===== src/rtl/alu_execute_stage_if.sv =====
// Pipeline-boundary interfaces around the execute stage: decode->execute
// carries the decoded instruction, execute->memory carries the ALU result.
interface decode_execute_if #(parameter int N = 32);
  logic         valid;
  logic         ready;
  logic [6:0]   opcode;
  logic [2:0]   funct3;
  logic [6:0]   funct7;
  logic [N-1:0] reg_A;
  logic [N-1:0] reg_B;
  logic [N-1:0] imm_extended;

  modport master (output valid, opcode, funct3, funct7, reg_A, reg_B, imm_extended,
                  input  ready);
  modport slave  (input  valid, opcode, funct3, funct7, reg_A, reg_B, imm_extended,
                  output ready);
endinterface

interface execute_memory_if #(parameter int N = 32);
  logic         valid;
  logic         ready;
  logic [N-1:0] alu_result;
  logic         branch_taken;

  modport master (output valid, alu_result, branch_taken, input ready);
  modport slave  (input  valid, alu_result, branch_taken, output ready);
endinterface


===== src/rtl/alu_execute_stage.sv =====
// RV32I execute stage: integer ALU, load/store address adder and branch
// comparator, with the result registered toward the memory stage.
module alu_execute_stage #(
  parameter int N = 32
) (
  input  logic              clk,
  input  logic              rst_n,
  decode_execute_if.slave   i_de,
  execute_memory_if.master  o_em
);

  localparam logic [6:0] OP_REG_REG = 7'b0110011;
  localparam logic [6:0] OP_REG_IMM = 7'b0010011;
  localparam logic [6:0] OP_LOAD    = 7'b0000011;
  localparam logic [6:0] OP_STORE   = 7'b0100011;
  localparam logic [6:0] OP_BRANCH  = 7'b1100011;
  localparam logic [6:0] F7_SUB     = 7'b0100000;

  logic [N-1:0] w_a_op;
  logic [N-1:0] w_b_op;
  logic [N-1:0] w_sum;
  logic [N-1:0] w_diff;
  logic [N-1:0] w_alu_out;
  logic [N-1:0] w_result;
  logic [4:0]   w_shamt;
  logic         w_is_sub;
  logic         w_lt_s;
  logic         w_lt_u;
  logic         w_eq;
  logic         w_taken;
  logic         w_accept;

  logic [N-1:0] r_alu_result;
  logic         r_em_valid;
  logic         r_branch_taken;

  assign w_a_op = i_de.reg_A;

  // NOTE: every always_comb output gets a default first so no path can infer a latch.
  always_comb begin
    w_b_op = i_de.imm_extended;
    if (i_de.opcode == OP_REG_REG || i_de.opcode == OP_BRANCH)
      w_b_op = i_de.reg_B;
  end

  assign w_sum    = w_a_op + w_b_op;
  assign w_diff   = w_a_op - w_b_op;
  assign w_shamt  = w_b_op[4:0];
  assign w_lt_s   = $signed(w_a_op) < $signed(w_b_op);
  assign w_lt_u   = w_a_op < w_b_op;
  assign w_eq     = w_a_op == w_b_op;
  // Only the register form can subtract; ADDI reuses funct7 bits as immediate.
  assign w_is_sub = (i_de.opcode == OP_REG_REG) && (i_de.funct7 == F7_SUB);

  always_comb begin
    w_alu_out = '0;
    case (i_de.funct3)
      3'b000: w_alu_out = w_is_sub ? w_diff : w_sum;
      3'b001: w_alu_out = w_a_op << w_shamt;
      3'b010: w_alu_out = {{(N-1){1'b0}}, w_lt_s};
      3'b011: w_alu_out = {{(N-1){1'b0}}, w_lt_u};
      3'b100: w_alu_out = w_a_op ^ w_b_op;
      3'b101: w_alu_out = i_de.funct7[5] ? N'($signed(w_a_op) >>> w_shamt)
                                         : (w_a_op >> w_shamt);
      3'b110: w_alu_out = w_a_op | w_b_op;
      3'b111: w_alu_out = w_a_op & w_b_op;
      default: w_alu_out = '0;
    endcase
  end

  always_comb begin
    w_taken = 1'b0;
    if (i_de.opcode == OP_BRANCH) begin
      case (i_de.funct3)
        3'b000:  w_taken = w_eq;
        3'b001:  w_taken = !w_eq;
        3'b100:  w_taken = w_lt_s;
        3'b101:  w_taken = !w_lt_s;
        3'b110:  w_taken = w_lt_u;
        3'b111:  w_taken = !w_lt_u;
        default: w_taken = 1'b0;
      endcase
    end
  end

  // Branches and unknown opcodes write zero; loads/stores use the address sum.
  always_comb begin
    w_result = '0;
    case (i_de.opcode)
      OP_REG_REG, OP_REG_IMM: w_result = w_alu_out;
      OP_LOAD, OP_STORE:      w_result = w_sum;
      default:                w_result = '0;
    endcase
  end

  assign w_accept    = i_de.valid && o_em.ready;
  assign i_de.ready  = o_em.ready;

  // NOTE: state uses non-blocking assignments so all registers update from pre-edge values.
  always_ff @(posedge clk or negedge rst_n) begin
    if (!rst_n) begin
      // NOTE: only these three control/data registers need reset; there is no storage array here.
      r_alu_result   <= '0;
      r_em_valid     <= 1'b0;
      r_branch_taken <= 1'b0;
    end else begin
      r_em_valid <= w_accept;
      if (w_accept) begin
        r_alu_result   <= w_result;
        r_branch_taken <= w_taken;
      end
    end
  end

  assign o_em.valid        = r_em_valid;
  assign o_em.alu_result   = r_alu_result;
  assign o_em.branch_taken = r_branch_taken;

endmodule


===== src/flat_wrapper.sv =====
// flat-port wrapper written by rule: the top's interface ports become plain ports
module alu_execute_stage_flat 
#(
  parameter int N = 32
)
  (clk, rst_n, i_de_valid, i_de_opcode, i_de_funct3, i_de_funct7, i_de_reg_A, i_de_reg_B, i_de_imm_extended, i_de_ready, o_em_valid, o_em_alu_result, o_em_branch_taken, o_em_ready);
  decode_execute_if #(.N(N)) i_de_i ();
  execute_memory_if #(.N(N)) o_em_i ();
  input  logic clk;
  input  logic rst_n;
  input wire logic [$bits(i_de_i.valid)-1:0] i_de_valid;
  input wire logic [$bits(i_de_i.opcode)-1:0] i_de_opcode;
  input wire logic [$bits(i_de_i.funct3)-1:0] i_de_funct3;
  input wire logic [$bits(i_de_i.funct7)-1:0] i_de_funct7;
  input wire logic [$bits(i_de_i.reg_A)-1:0] i_de_reg_A;
  input wire logic [$bits(i_de_i.reg_B)-1:0] i_de_reg_B;
  input wire logic [$bits(i_de_i.imm_extended)-1:0] i_de_imm_extended;
  output wire logic [$bits(i_de_i.ready)-1:0] i_de_ready;
  output wire logic [$bits(o_em_i.valid)-1:0] o_em_valid;
  output wire logic [$bits(o_em_i.alu_result)-1:0] o_em_alu_result;
  output wire logic [$bits(o_em_i.branch_taken)-1:0] o_em_branch_taken;
  input wire logic [$bits(o_em_i.ready)-1:0] o_em_ready;
  assign i_de_i.valid = i_de_valid;
  assign i_de_i.opcode = i_de_opcode;
  assign i_de_i.funct3 = i_de_funct3;
  assign i_de_i.funct7 = i_de_funct7;
  assign i_de_i.reg_A = i_de_reg_A;
  assign i_de_i.reg_B = i_de_reg_B;
  assign i_de_i.imm_extended = i_de_imm_extended;
  assign i_de_ready = i_de_i.ready;
  assign o_em_valid = o_em_i.valid;
  assign o_em_alu_result = o_em_i.alu_result;
  assign o_em_branch_taken = o_em_i.branch_taken;
  assign o_em_i.ready = o_em_ready;
  alu_execute_stage #(.N(N)) u_core (.clk(clk), .rst_n(rst_n), .i_de(i_de_i), .o_em(o_em_i));
endmodule

===== config.mk =====
export PLATFORM = sky130hd
export DESIGN_NAME = alu_execute_stage_flat
export DESIGN_NICKNAME = d
export VERILOG_FILES = /design/src/rtl/alu_execute_stage_if.sv /design/src/rtl/alu_execute_stage.sv /design/src/flat_wrapper.sv
export SDC_FILE = /design/constraint.sdc
export NUM_CORES = 1
export LEC_CHECK = 0
export ABC_CLOCK_PERIOD_IN_PS = 1200
export CORE_MARGIN = 3
export CORE_UTILIZATION = 25
export CTS_BUF_LIST = sky130_fd_sc_hd__clkbuf_8
export DETAILED_ROUTE_END_ITERATION = 10
export GPL_TIMING_DRIVEN = 0
export SKIP_CTS_REPAIR_TIMING = 1
export SKIP_LAST_GASP = 1
export SYNTH_ARGS = -nofsm -noshare
export SYNTH_HDL_FRONTEND = slang
export SYNTH_SLANG_ARGS = --single-unit

===== constraint.sdc =====
create_clock -name clk -period 1.2 [get_ports clk]
set_clock_uncertainty 0.2 [all_clocks]
set_input_delay 0.3 -clock clk [delete_from_list [all_inputs] [get_ports clk]]
set_output_delay 0.3 -clock clk [all_outputs]
set_load 0.05 [all_outputs]

After elaboration in Yosys (flattened, before gate mapping)
Index checks and enable logic that the tools add are counted.

Bits in latches: 0. Register bits after elaboration: 34. ROM bits: 0. Word-level logic and storage cells: 43. RAM bits: 0. Memories kept: 0.

Reductions and logical operators: 9. $add $sub $neg: 2. $mul: 0. Shift-type cells: 3. Divide/modulo/power cells: 0. Equal/unequal tests: 14. Bitwise operators: 3. Multiplexer cells: 7. Order comparisons: 2.

Operator list (count): case mux 32 bit (8 select lines) (1); 2-to-1 mux 32 bit (3); < comparator 32 bit (2); case mux 32 bit (2 select lines) (1); adder 32 bit (1); AND 32 bit (1); equality test 32 bit (1); OR 32 bit (1); << shifter 32 x 5 -> 32 bit (1); >> shifter 32 x 5 -> 32 bit (1); >>> shifter 32 x 5 -> 32 bit (1); subtractor 32 bit (1); XOR 32 bit (1); equality test 7 x 6 -> 1 bit, second input constant (3); equality test 3 bit, second input constant (4); equality test 7 x 2 -> 1 bit, second input constant (1); equality test 7 x 5 -> 1 bit, second input constant (1); equality test 7 bit, second input constant (1); equality test 3 x 2 -> 1 bit, second input constant (2); case mux 1 bit (6 select lines) (1); OR reduction 2 bit (2); equality test 3 x 1 -> 1 bit, second input constant (1); zero test 1 bit (3); zero test 3 bit (1); other kinds (3) (4).

Depth between registers and ports, before layout
Gate-level depths: netlist (run 1).

Word-level depth: 7. Depth in mapped cells: 21. Gate-level depth less buffers: 16.

Worst setup path before layout (run 1)
No wires, ideal clock.

Path kind: input -> register. Start point: in i_de_opcode[2]. End point: reg u_core.r_alu_result[23] (netlist: u_core.o_em.alu_result[23]). Path buffers: 3. Slack: -3794 ps. Cell stages on the path: 19. Arrival: 4667 ps. Library setup time: 126 ps. Path through: nand3b_2 > nor3_4 > clkbuf_1 > clkbuf_1 > mux2_2 > inv_1 > ha_1 > clkbuf_1 > clkinv_1 > o31ai_1 > a21o_1 > a211oi_1 > nand2_1 > a311oi_1 > o21ai_0 > a22oi_2 > xnor2_1 > a21oi_1 > a221o_1.

Word-level cells in the longest chain between the ends: 7. Elaborated cells between the ends (all ways): 22.

Ends and longest elaborated chain: from (decl) (line flat_wrapper.sv:12) `input wire logic [$bits(i_de_i.opcode)-1:0] i_de_opcode;`; equality test 7 x 6 -> 1 bit or equality test 7 bit (tied branches) (line alu_execute_stage.sv:42, alu_execute_stage.sv:53, alu_execute_stage.sv:89); logical OR 1 bit (line alu_execute_stage.sv:42) `if (i_de.opcode == OP_REG_REG || i_de.opcode == OP_BRANCH)`; 2-to-1 mux 32 bit (line alu_execute_stage.sv:42); adder 32 bit, or another cell as far along (line alu_execute_stage.sv:46) `assign w_sum = w_a_op + w_b_op;`; 2-to-1 mux 32 bit, on equally long branches (line alu_execute_stage.sv:58, alu_execute_stage.sv:63); case mux 32 bit (8 select lines) (line alu_execute_stage.sv:57) `case (i_de.funct3)`; case mux 32 bit (2 select lines) * (line alu_execute_stage.sv:89) `case (i_de.opcode)`; to (signal assigned) (line alu_execute_stage.sv:109) `r_alu_result <= w_result;`; to (decl) (line alu_execute_stage.sv:33) `logic [N-1:0] r_alu_result;`.

Mark *: on every way between the ends. The rest lies on a longest branch, timed or not. A chain may end at the register's enable or synchronous reset.

Final worst setup path (run 1)
Start point: in i_de_opcode[6]. End point: reg u_core.r_alu_result[31] (netlist: u_core.o_em.alu_result[31]).

Same word-level chain as after synthesis.

==> impl_metrics.tcl, run 1 <==
set metrics [dict create \
    die-height_um 219 \
    hp-class "in2async" \
    ff2ff_path_depth 5 \
    dieArea_um2 47800 \
    p_leak_uw 0.00726 \
    ir_worst_vdd_mv 0.341 \
    arrival_ns 4.54 \
    yosys.cell_types.count 92 \
    status "finished, violations left" \
    drt_iter0_drc 1837 \
    setup_viol 67 \
    synth-main-ff-cell "dfrtp_1" \
    syn_area_per_cell_um2 6.77 \
    min_period_ns 4.51 \
    start_util_pct 25.5 \
    grt_max_degree 30 \
    insertion_delay_ns 0.34 \
    design_area_um2 17500 \
    rrSetupSlack_ns -0.18 \
    numPlacedInstances 2416 \
    yosys_warnings 0 \
    async_reset_ff_share_pct 100 \
    final_layout_size_suffix_gt1_share_pct 30.2 \
    clock_tree.buffer_depth 2 \
    cts.htree.levels 2 \
    path_class "in2reg" \
    maxSlewHeadroom_pct 19.6 \
    syn-num-nets 1880 \
    cts_tree "done" \
    fp-row-count 77 \
    avgRoutedWirePerCell_um 31.1 \
    syn_to_final_growth_pct 54.6 \
    viasPerCell 6.15 \
    clock-sinks 34 \
    layout.cells.non_filler 2620 \
    ys_seq_elements 34 \
    final_hold_viol_count 0 \
    worst_ep_required_time_ns 1.23 \
    antenna_found_initial 4 \
    dpl.hpwl_um 63300 \
    yosysMostFrequentCell "nor2_1" \
    clockRootBuffer "clkbuf_8" \
    setup_slack_ns -3.31 \
    netlist_area_um2 11300 \
    core_um2 44400 \
    io_pins 152 \
    worst_pin_slew_ns 1.21 \
    grt_pass1_wl_um 107000 \
    cts_buffers 5 \
    yosysTopAreaCell "mux2i_1" \
    cap_violations 0 \
    dieWidth_um 219 \
    clk_pin_slew_ns 0.10 \
    grt_use_total_pct 31.2 \
    drc 0 \
    wl_um 81400 \
    drt.antenna.violating_nets 0 \
    drv_slew 0 \
    num_vias 16114 \
    grt_setup_unrepaired "yes" \
    r2r-end "u_core.o_em.alu_result[21]" \
    synthTopCellsByArea "mux2i_1, ha_1, dfrtp_1, a21oi_1, o21ai_0" \
    numPortBuffers 150 \
    start_kind "input port" \
    grt_pass1_vias 14351 \
    rr_startpoint "u_core.o_em.alu_result[21]" \
    ys_seq_area_share_pct 7.52 \
    grt-ovfl-total 0 \
    cp_max_fo 6 \
    synth_top_cell_area_share_pct 10.1 \
    globalplace.congestion 1.03 \
    finalCritPeriodShare_pct 376 \
    fin_util_pct 39.4 \
    fill_cells 4633 \
    synth-edff-count 0 \
    critPathCaptureType "flip-flop" \
    syn-instance-count 1671 \
    clock.fmax_mhz 222 \
    power_density_nw_per_um2 627 \
    drt-pass1-iter-count 6 \
    yosys-top-cells-count "nor2_1, nand2_1, a21oi_1" \
    nets 2235 \
    post_dp_cell_area_um2 14000 \
    violations "negative setup slack" \
]
[critical path, cell delays in order]
cell and delay (ns):
buf_12 0.11, xnor2_4 0.35, nor3_4 0.11, buf_6 0.15, a21boi_4 0.27, clkinv_4 0.12
buf_12 0.15, buf_12 0.12, ha_4 0.28, o21ai_2 0.06, o211ai_1 0.31, nand2_2 0.15
or4_4 0.59, a21o_4 0.25, a21oi_4 0.23, a31oi_4 0.13, a21oi_2 0.24, mux2i_1 0.22
nor4_1 0.08, a221o_1 0.28
[worst max-delay path by stage]
| stage | start | endpoint | cells past startpoint |
|---|---|---|---|
| final | i_de_opcode[6] | u_core.o_em.alu_result[31] | 20 |
| after global routing | i_de_opcode[2] | u_core.o_em.alu_result[31] | 21 |
| after CTS | i_de_opcode[5] | u_core.o_em.alu_result[31] | 20 |
| after detailed placement | i_de_opcode[5] | u_core.o_em.alu_result[31] | 20 |
| after global placement | i_de_opcode[5] | u_core.o_em.alu_result[31] | 20 |
| after floorplan | i_de_opcode[3] | u_core.o_em.alu_result[31] | 19 |
[cells by family after synthesis]
group | synth area share [%]
AOI/OAI and AO/OA | 34.2
xor gates and xnor gates | 4.17
adders and majority gates | 10.2
buffers and inverters | 8.40
DFF | 7.52
muxes | 15.2
and+or+nand+nor | 20.3
[cell usage in the layout, fill, tap and decap left out, types with 15 or more instances in the layout]
cell type / Yosys / routed
clkbuf_2: 0 / 24
nand2_1: 171 / 163
buf_2: 26 / 15
clkbuf_1: 82 / 41
mux2_2: 37 / 30
inv_1: 96 / 85
a21oi_2: 0 / 25
nor2_1: 175 / 164
buf_6: 2 / 64
nor3_1: 28 / 19
dfrtp_1: 34 / 34
a31oi_1: 30 / 18
nand3_1: 33 / 26
xnor2_1: 44 / 44
o21ai_2: 1 / 15
mux2i_1: 114 / 105
ha_1: 91 / 75
o221ai_1: 17 / 15
buf_4: 7 / 177
o21ai_1: 12 / 28
o211ai_1: 32 / 32
o21ai_0: 136 / 99
a211oi_1: 30 / 22
ha_4: 0 / 15
clkdlybuf4s50_1: 0 / 100
buf_12: 0 / 28
a21oi_1: 156 / 126
a22oi_1: 24 / 21
[through the flow]
step	TNS, ns	worst slack [ns]	total power [uW]	hold WS, ns
2_1_floorplan	-86.60	-3.15	5150	-0.196
3_3_place_gp	-224.16	-5.38	7860	0.281
3_5_place_dp	-172.49	-5.36	7830	0.000163
4_1_cts	-173.64	-5.02	8900	-0.382
5_1_grt	-101.26	-3.32	11300	0.169
6_report	-97.39	-3.31	11000	0.171
[where the power goes]
part / switching, uW / total [uW] / internal, uW
clock: 588 / 1050 / 457
sequential: 25.0 / 1200 / 1180
combinational: 5300 / 8710 / 3410
[metal layers]
metal	wire (um)	vias up	part of all wire (%)	track usage [%]
li1	-	6871	-	-
met3	8150	228	10	5.10
met5	0	-	0	0
met1	32700	7896	40	41.4
met4	4460	0	5.5	11.6
met2	36100	1119	44	50.7
[sequential cells by signal, indices dropped and copies added, names as in the netlist]
name / count
u_core.o_em.alu_result: 32
u_core.o_em.branch_taken: 1
u_core.o_em.valid: 1
[layout make-up]
cell class / count / area [um2] / area share (%)
clock inverter: 2 / 8.76 / 0.0501
timing repair buffer: 353 / 3280 / 18.7
sequential: 34 / 851 / 4.87
buffer: 123 / 1000 / 5.75
tap: 592 / 741 / 4.24
multi-input combinational: 1407 / 11100 / 63.3
clock buffer: 6 / 82.6 / 0.472
antenna: 1 / 2.50 / 0.0143
inverter: 102 / 444 / 2.54
Note: power is estimated with default switching activity, not from simulation.
==> inputs of run 2 (changes only) <==
--- a/config.mk
+++ b/config.mk
@@ -11,6 +11,7 @@
 export CTS_BUF_LIST = sky130_fd_sc_hd__clkbuf_8
 export DETAILED_ROUTE_END_ITERATION = 10
 export GPL_TIMING_DRIVEN = 0
+export PLACE_DENSITY = 0.44
 export SKIP_CTS_REPAIR_TIMING = 1
 export SKIP_LAST_GASP = 1
 export SYNTH_ARGS = -nofsm -noshare
==> run 2 against run 1 <==
Net effect: the run still ends with negative setup slack left; critical path type unchanged; critical endpoint unchanged; clock power about the same; routed wire length up 4.5%; non-clock buffer count down 55; worst setup slack worse by 0.099 ns; power down 2.0%; utilization down 1.4 points; largest power group unchanged; global-route usage up 2.1 points; sequential power about the same.
==> impl_metrics.tcl, run 2 (synthesis gave the netlist of run 1 again) <==
set metrics [dict create \
    p_leak_uw 0.00695 \
    drv_slew 0 \
    dpl.hpwl_um 66500 \
    core_um2 44400 \
    design_area_um2 16900 \
    met2_length_um 37400 \
    cp_max_fo 5 \
    violations "negative setup slack" \
    start_util_pct 25.5 \
    globalplace.congestion 1.00 \
    insertion_delay_ns 0.33 \
    clock-sinks 34 \
    status "finished, violations left" \
    setup_slack_ns -3.40 \
    worst_pin_slew_ns 1.38 \
    min_period_ns 4.60 \
    grt_setup_unrepaired "yes" \
    finalCritPeriodShare_pct 384 \
    layout_common_cells "nor2_1, nand2_1, buf_4" \
    wl_um 85100 \
    grt_use_total_pct 33.2 \
    io_pins 152 \
    final_hold_viol_count 0 \
    wl_met3_um 8100 \
    drc 0 \
    antenna_cells 0 \
    final_common_cell "nor2_1" \
    ir_worst_vdd_mv 0.355 \
    path_class "in2reg" \
    hp-class "in2async" \
    numPlacedInstances 2416 \
    worst_ep_required_time_ns 1.22 \
    p_total_uw 10700 \
    grt_pass1_vias 14223 \
    arrival_ns 4.62 \
    largest_reg_flops 32 \
    power_density_nw_per_um2 637 \
    grt_max_degree 32 \
    drt-pass1-iter-count 6 \
    final_layout_size_suffix_gt1_share_pct 27.9 \
    grt-ovfl-total 0 \
    num_vias 15707 \
    setup_viol 67 \
    layout.cells.non_filler 2562 \
    dieArea_um2 47800 \
    avgRoutedWirePerCell_um 33.2 \
    cts.htree.levels 2 \
    fp-row-count 77 \
    critPathCaptureType "flip-flop" \
    viasPerCell 6.13 \
    syn_to_final_growth_pct 49.2 \
    clockRootBuffer "clkbuf_8" \
    maxSlewHeadroom_pct 7.12 \
    clock_tree.buffer_depth 2 \
    cap_violations 0 \
    drt_iter0_drc 1722 \
    die-height_um 219 \
    clk_pin_slew_ns 0.10 \
    cts_tree "done" \
    drt.antenna.violating_nets 0 \
    dieWidth_um 219 \
    start_kind "input port" \
    post_dp_cell_area_um2 14000 \
    holdWs_ns 0.118 \
    nets 2178 \
    antenna_found_initial 2 \
    cts_buffers 5 \
    clock.fmax_mhz 217 \
    wl_met1_um 35700 \
    numPortBuffers 150 \
    grt_pass1_wl_um 113000 \
    topRoutingLayerUsed "met5" \
]
## run 2: stage by stage
stage,worst slack (ns),util (%),TNS [ns]
final,-3.40,38.0,-100.67
after detailed placement,-5.68,31.6,-183.17
after CTS,-5.36,31.8,-184.24
after global routing,-3.49,38.0,-104.65
after global placement,-5.82,31.5,-237.11
after floorplan,-3.15,-,-86.60
## run 2: critical path, cell delays in order
cell      delay (ns)
buf_12          0.11
xnor2_4         0.30
nor3_4          0.11
buf_4           0.16
buf_6           0.11
a21boi_4        0.24
clkinv_4        0.11
buf_12          0.14
buf_12          0.13
ha_4            0.30
o21ai_4         0.07
o211ai_1        0.30
nand2_2         0.16
or4_4           0.60
a21o_4          0.26
a21oi_4         0.22
a31oi_4         0.12
a21oi_2         0.25
mux2i_1         0.24
nor4_2          0.07
a221o_1         0.28
## run 2: final cells by class
cell class / instances / area [um2]
Timing Repair Buffer: 299 / 2800
Clock buffer: 6 / 82.6
Multi-Input combinational cell: 1405 / 10900
Buffer: 122 / 1000
Inverter: 102 / 437
Fill cell: 4723 / 27500
Sequential cell: 34 / 851
Tap cell: 592 / 741
Clock inverter: 2 / 8.76
## run 2: worst paths after layout
| check | startpoint | endpoint | slack, ns | cells after the start |
|---|---|---|---|---|
| hold / removal | rst_n | u_core.o_em.alu_result[26] | 0.12 | 2 |
| max in group asynchronous | rst_n | u_core.o_em.alu_result[7] | 0.23 | 3 |
| hold reg to reg | u_core.o_em.alu_result[16] | u_core.o_em.alu_result[16] | 0.33 | 2 |
| setup reg to reg | u_core.o_em.alu_result[2] | u_core.o_em.alu_result[2] | -0.12 | 5 |
| min in group clk | i_de_opcode[3] | u_core.o_em.alu_result[16] | 0.24 | 4 |
| setup / recovery | i_de_opcode[6] | u_core.o_em.alu_result[31] | -3.40 | 21 |
## run 2: layer usage
layer	global-route usage (%)	up-vias
met5	0	-
met4	11.3	2
met3	7.06	190
met2	52.8	953
met1	44.6	7809
li1	-	6753
## run 2: power by group
part | internal (uW) | switching [uW] | leakage (uW)
registers | 1180 | 22.9 | 0.000467
clock network | 459 | 617 | 0.0000524
logic | 3190 | 5280 | 0.00643
==> inputs of run 3 (changes only) <==
--- a/config.mk
+++ b/config.mk
@@ -7,11 +7,11 @@
 export LEC_CHECK = 0
 export ABC_CLOCK_PERIOD_IN_PS = 1200
 export CORE_MARGIN = 3
-export CORE_UTILIZATION = 25
+export CORE_UTILIZATION = 23
 export CTS_BUF_LIST = sky130_fd_sc_hd__clkbuf_8
 export DETAILED_ROUTE_END_ITERATION = 10
 export GPL_TIMING_DRIVEN = 0
-export PLACE_DENSITY = 0.44
+export PLACE_DENSITY = 0.5
 export SKIP_CTS_REPAIR_TIMING = 1
 export SKIP_LAST_GASP = 1
 export SYNTH_ARGS = -nofsm -noshare
==> run 3 against run 2 <==
Net effect: the run still ends with negative setup slack left; power decreased by 1.3%; clock-buffer cell count grew 2; maximum frequency down 1.3%; clock power rose by 7%; combinational power is 2.6% lower; via count is 0.59% lower; largest cell class unchanged; largest power group unchanged.
==> impl_metrics.tcl, run 3 (synthesis gave the netlist of run 1 again) <==
set metrics [dict create \
    grt_pass1_vias 14296 \
    avgRoutedWirePerCell_um 31.3 \
    path_class "in2reg" \
    insertion_delay_ns 0.31 \
    numPortBuffers 150 \
    final_common_cell "nor2_1" \
    worst_pin_slew_ns 1.17 \
    antenna_found_initial 3 \
    violations "negative setup slack" \
    worst_ep_required_time_ns 1.18 \
    layout_common_cells "nor2_1, nand2_1, a21oi_1" \
    core_um2 48100 \
    setup_viol 67 \
    cap_violations 0 \
    viasPerCell 5.96 \
    drt.antenna.violating_nets 0 \
    fp-row-count 80 \
    holdWs_ns 0.127 \
    clock.fmax_mhz 214 \
    dieArea_um2 51900 \
    drv_slew 0 \
    grt_pass1_wl_um 110000 \
    cts_buffers 5 \
    grt_use_total_pct 29.1 \
    min_period_ns 4.67 \
    syn_to_final_growth_pct 48.6 \
    ir_worst_vdd_mv 0.460 \
    layout.cells.non_filler 2622 \
    finalCritPeriodShare_pct 389 \
    largest_reg_flops 32 \
    globalplace.congestion 1.02 \
    drt-pass1-iter-count 6 \
    hp-class "in2async" \
    fill_cells 5125 \
    critPathCaptureType "flip-flop" \
    drt_iter0_drc 1819 \
    final_layout_size_suffix_gt1_share_pct 26.3 \
    grt_max_degree 32 \
    maxSlewHeadroom_pct 19.8 \
    clockRootBuffer "clkbuf_8" \
    start_kind "input port" \
    num_vias 15615 \
    nets 2173 \
    setup_slack_ns -3.47 \
    clk_pin_slew_ns 0.09 \
    io_pins 152 \
    die-height_um 228 \
    final_hold_viol_count 0 \
    cp_max_fo 10 \
    grt_setup_unrepaired "yes" \
    drc 0 \
    fin_setup_tns_ns -102.44 \
    power_density_nw_per_um2 631 \
    dpl.hpwl_um 64400 \
    start_util_pct 23.5 \
    clock-sinks 34 \
    status "finished, violations left" \
    dieWidth_um 228 \
    clock_tree.buffer_depth 2 \
    numPlacedInstances 2480 \
    p_leak_uw 0.00692 \
    arrival_ns 4.65 \
    post_dp_cell_area_um2 14100 \
    cts_tree "done" \
    design_area_um2 16800 \
    grt-ovfl-total 0 \
    wl_um 82200 \
    cts.htree.levels 2 \
]
-- run 3: changes by cell type in the layout (fill, tap and decap cells not counted), sizes merged --
| cell | delta |
|---|---|
| buf | -10 |
| clkbuf | +7 |
| clkinvlp | -2 |
| clkinv | -1 |
| diode | +1 |
| inv | +1 |
-- run 3: power breakdown --
part	leakage, uW	internal [uW]	total [uW]	switching, uW
clock network	0.0000575	583	1160	576
registers	0.000467	1180	1200	24.5
logic	0.00640	3110	8240	5130
-- run 3: final timing paths --
kind	to	start	slack, ns	depth (start not counted)
max	u_core.o_em.branch_taken	i_de_opcode[2]	-3.47	20
min	u_core.o_em.alu_result[26]	rst_n	0.13	2
max reg2reg	u_core.o_em.alu_result[21]	u_core.o_em.alu_result[21]	-0.21	4
min reg2reg	u_core.o_em.branch_taken	u_core.o_em.branch_taken	0.32	2
max in group asynchronous	u_core.o_em.alu_result[8]	rst_n	0.24	3
min in group clk	u_core.o_em.valid	o_em_ready	0.31	4
-- run 3: layer usage --
metal	part of all wire [%]	up-vias	track usage, %	wire length (um)
li1	-	6757	-	-
met1	42	7679	39.7	34800
met2	44	963	47.2	36400
met3	8.1	216	3.63	6700
met4	5.1	0	9.97	4220
met5	0	-	0	0
-- run 3: cell type report --
| class | instances | area, um2 | area share, % |
|---|---|---|---|
| multi-input combinational | 1405 | 10800 | 64.3 |
| antenna | 1 | 2.50 | 0.0149 |
| buffer | 123 | 991 | 5.90 |
| timing repair buffer | 293 | 2790 | 16.6 |
| sequential | 34 | 851 | 5.06 |
| inverter | 102 | 424 | 2.52 |
| clock buffer | 8 | 110 | 0.655 |
| tap | 656 | 821 | 4.89 |
-- run 3: metrics by stage --
step	total power, uW	util, %	setup WS, ns
after detailed placement	7880	29.3	-5.45
after global placement	7920	29.2	-5.45
after CTS	9090	29.6	-5.13
after floorplan	5150	-	-3.15
after global routing	11000	34.9	-3.49
final	10600	34.9	-3.47
-- run 3: worst max-delay path, stage by stage --
cell and delay (ns):
buf_6 0.09, nand3b_4 0.22, nor3_4 0.27, buf_12 0.15
buf_12 0.10, clkbuf_16 0.15, mux2_2 0.38, inv_1 0.10
ha_1 0.32, clkbuf_2 0.28, inv_1 0.16, nand4_1 0.09
buf_4 0.18, nor4_4 0.44, and4b_1 0.26, nand3_1 0.12
xor2_2 0.31, a21oi_1 0.14, a22oi_2 0.43, o31ai_1 0.13
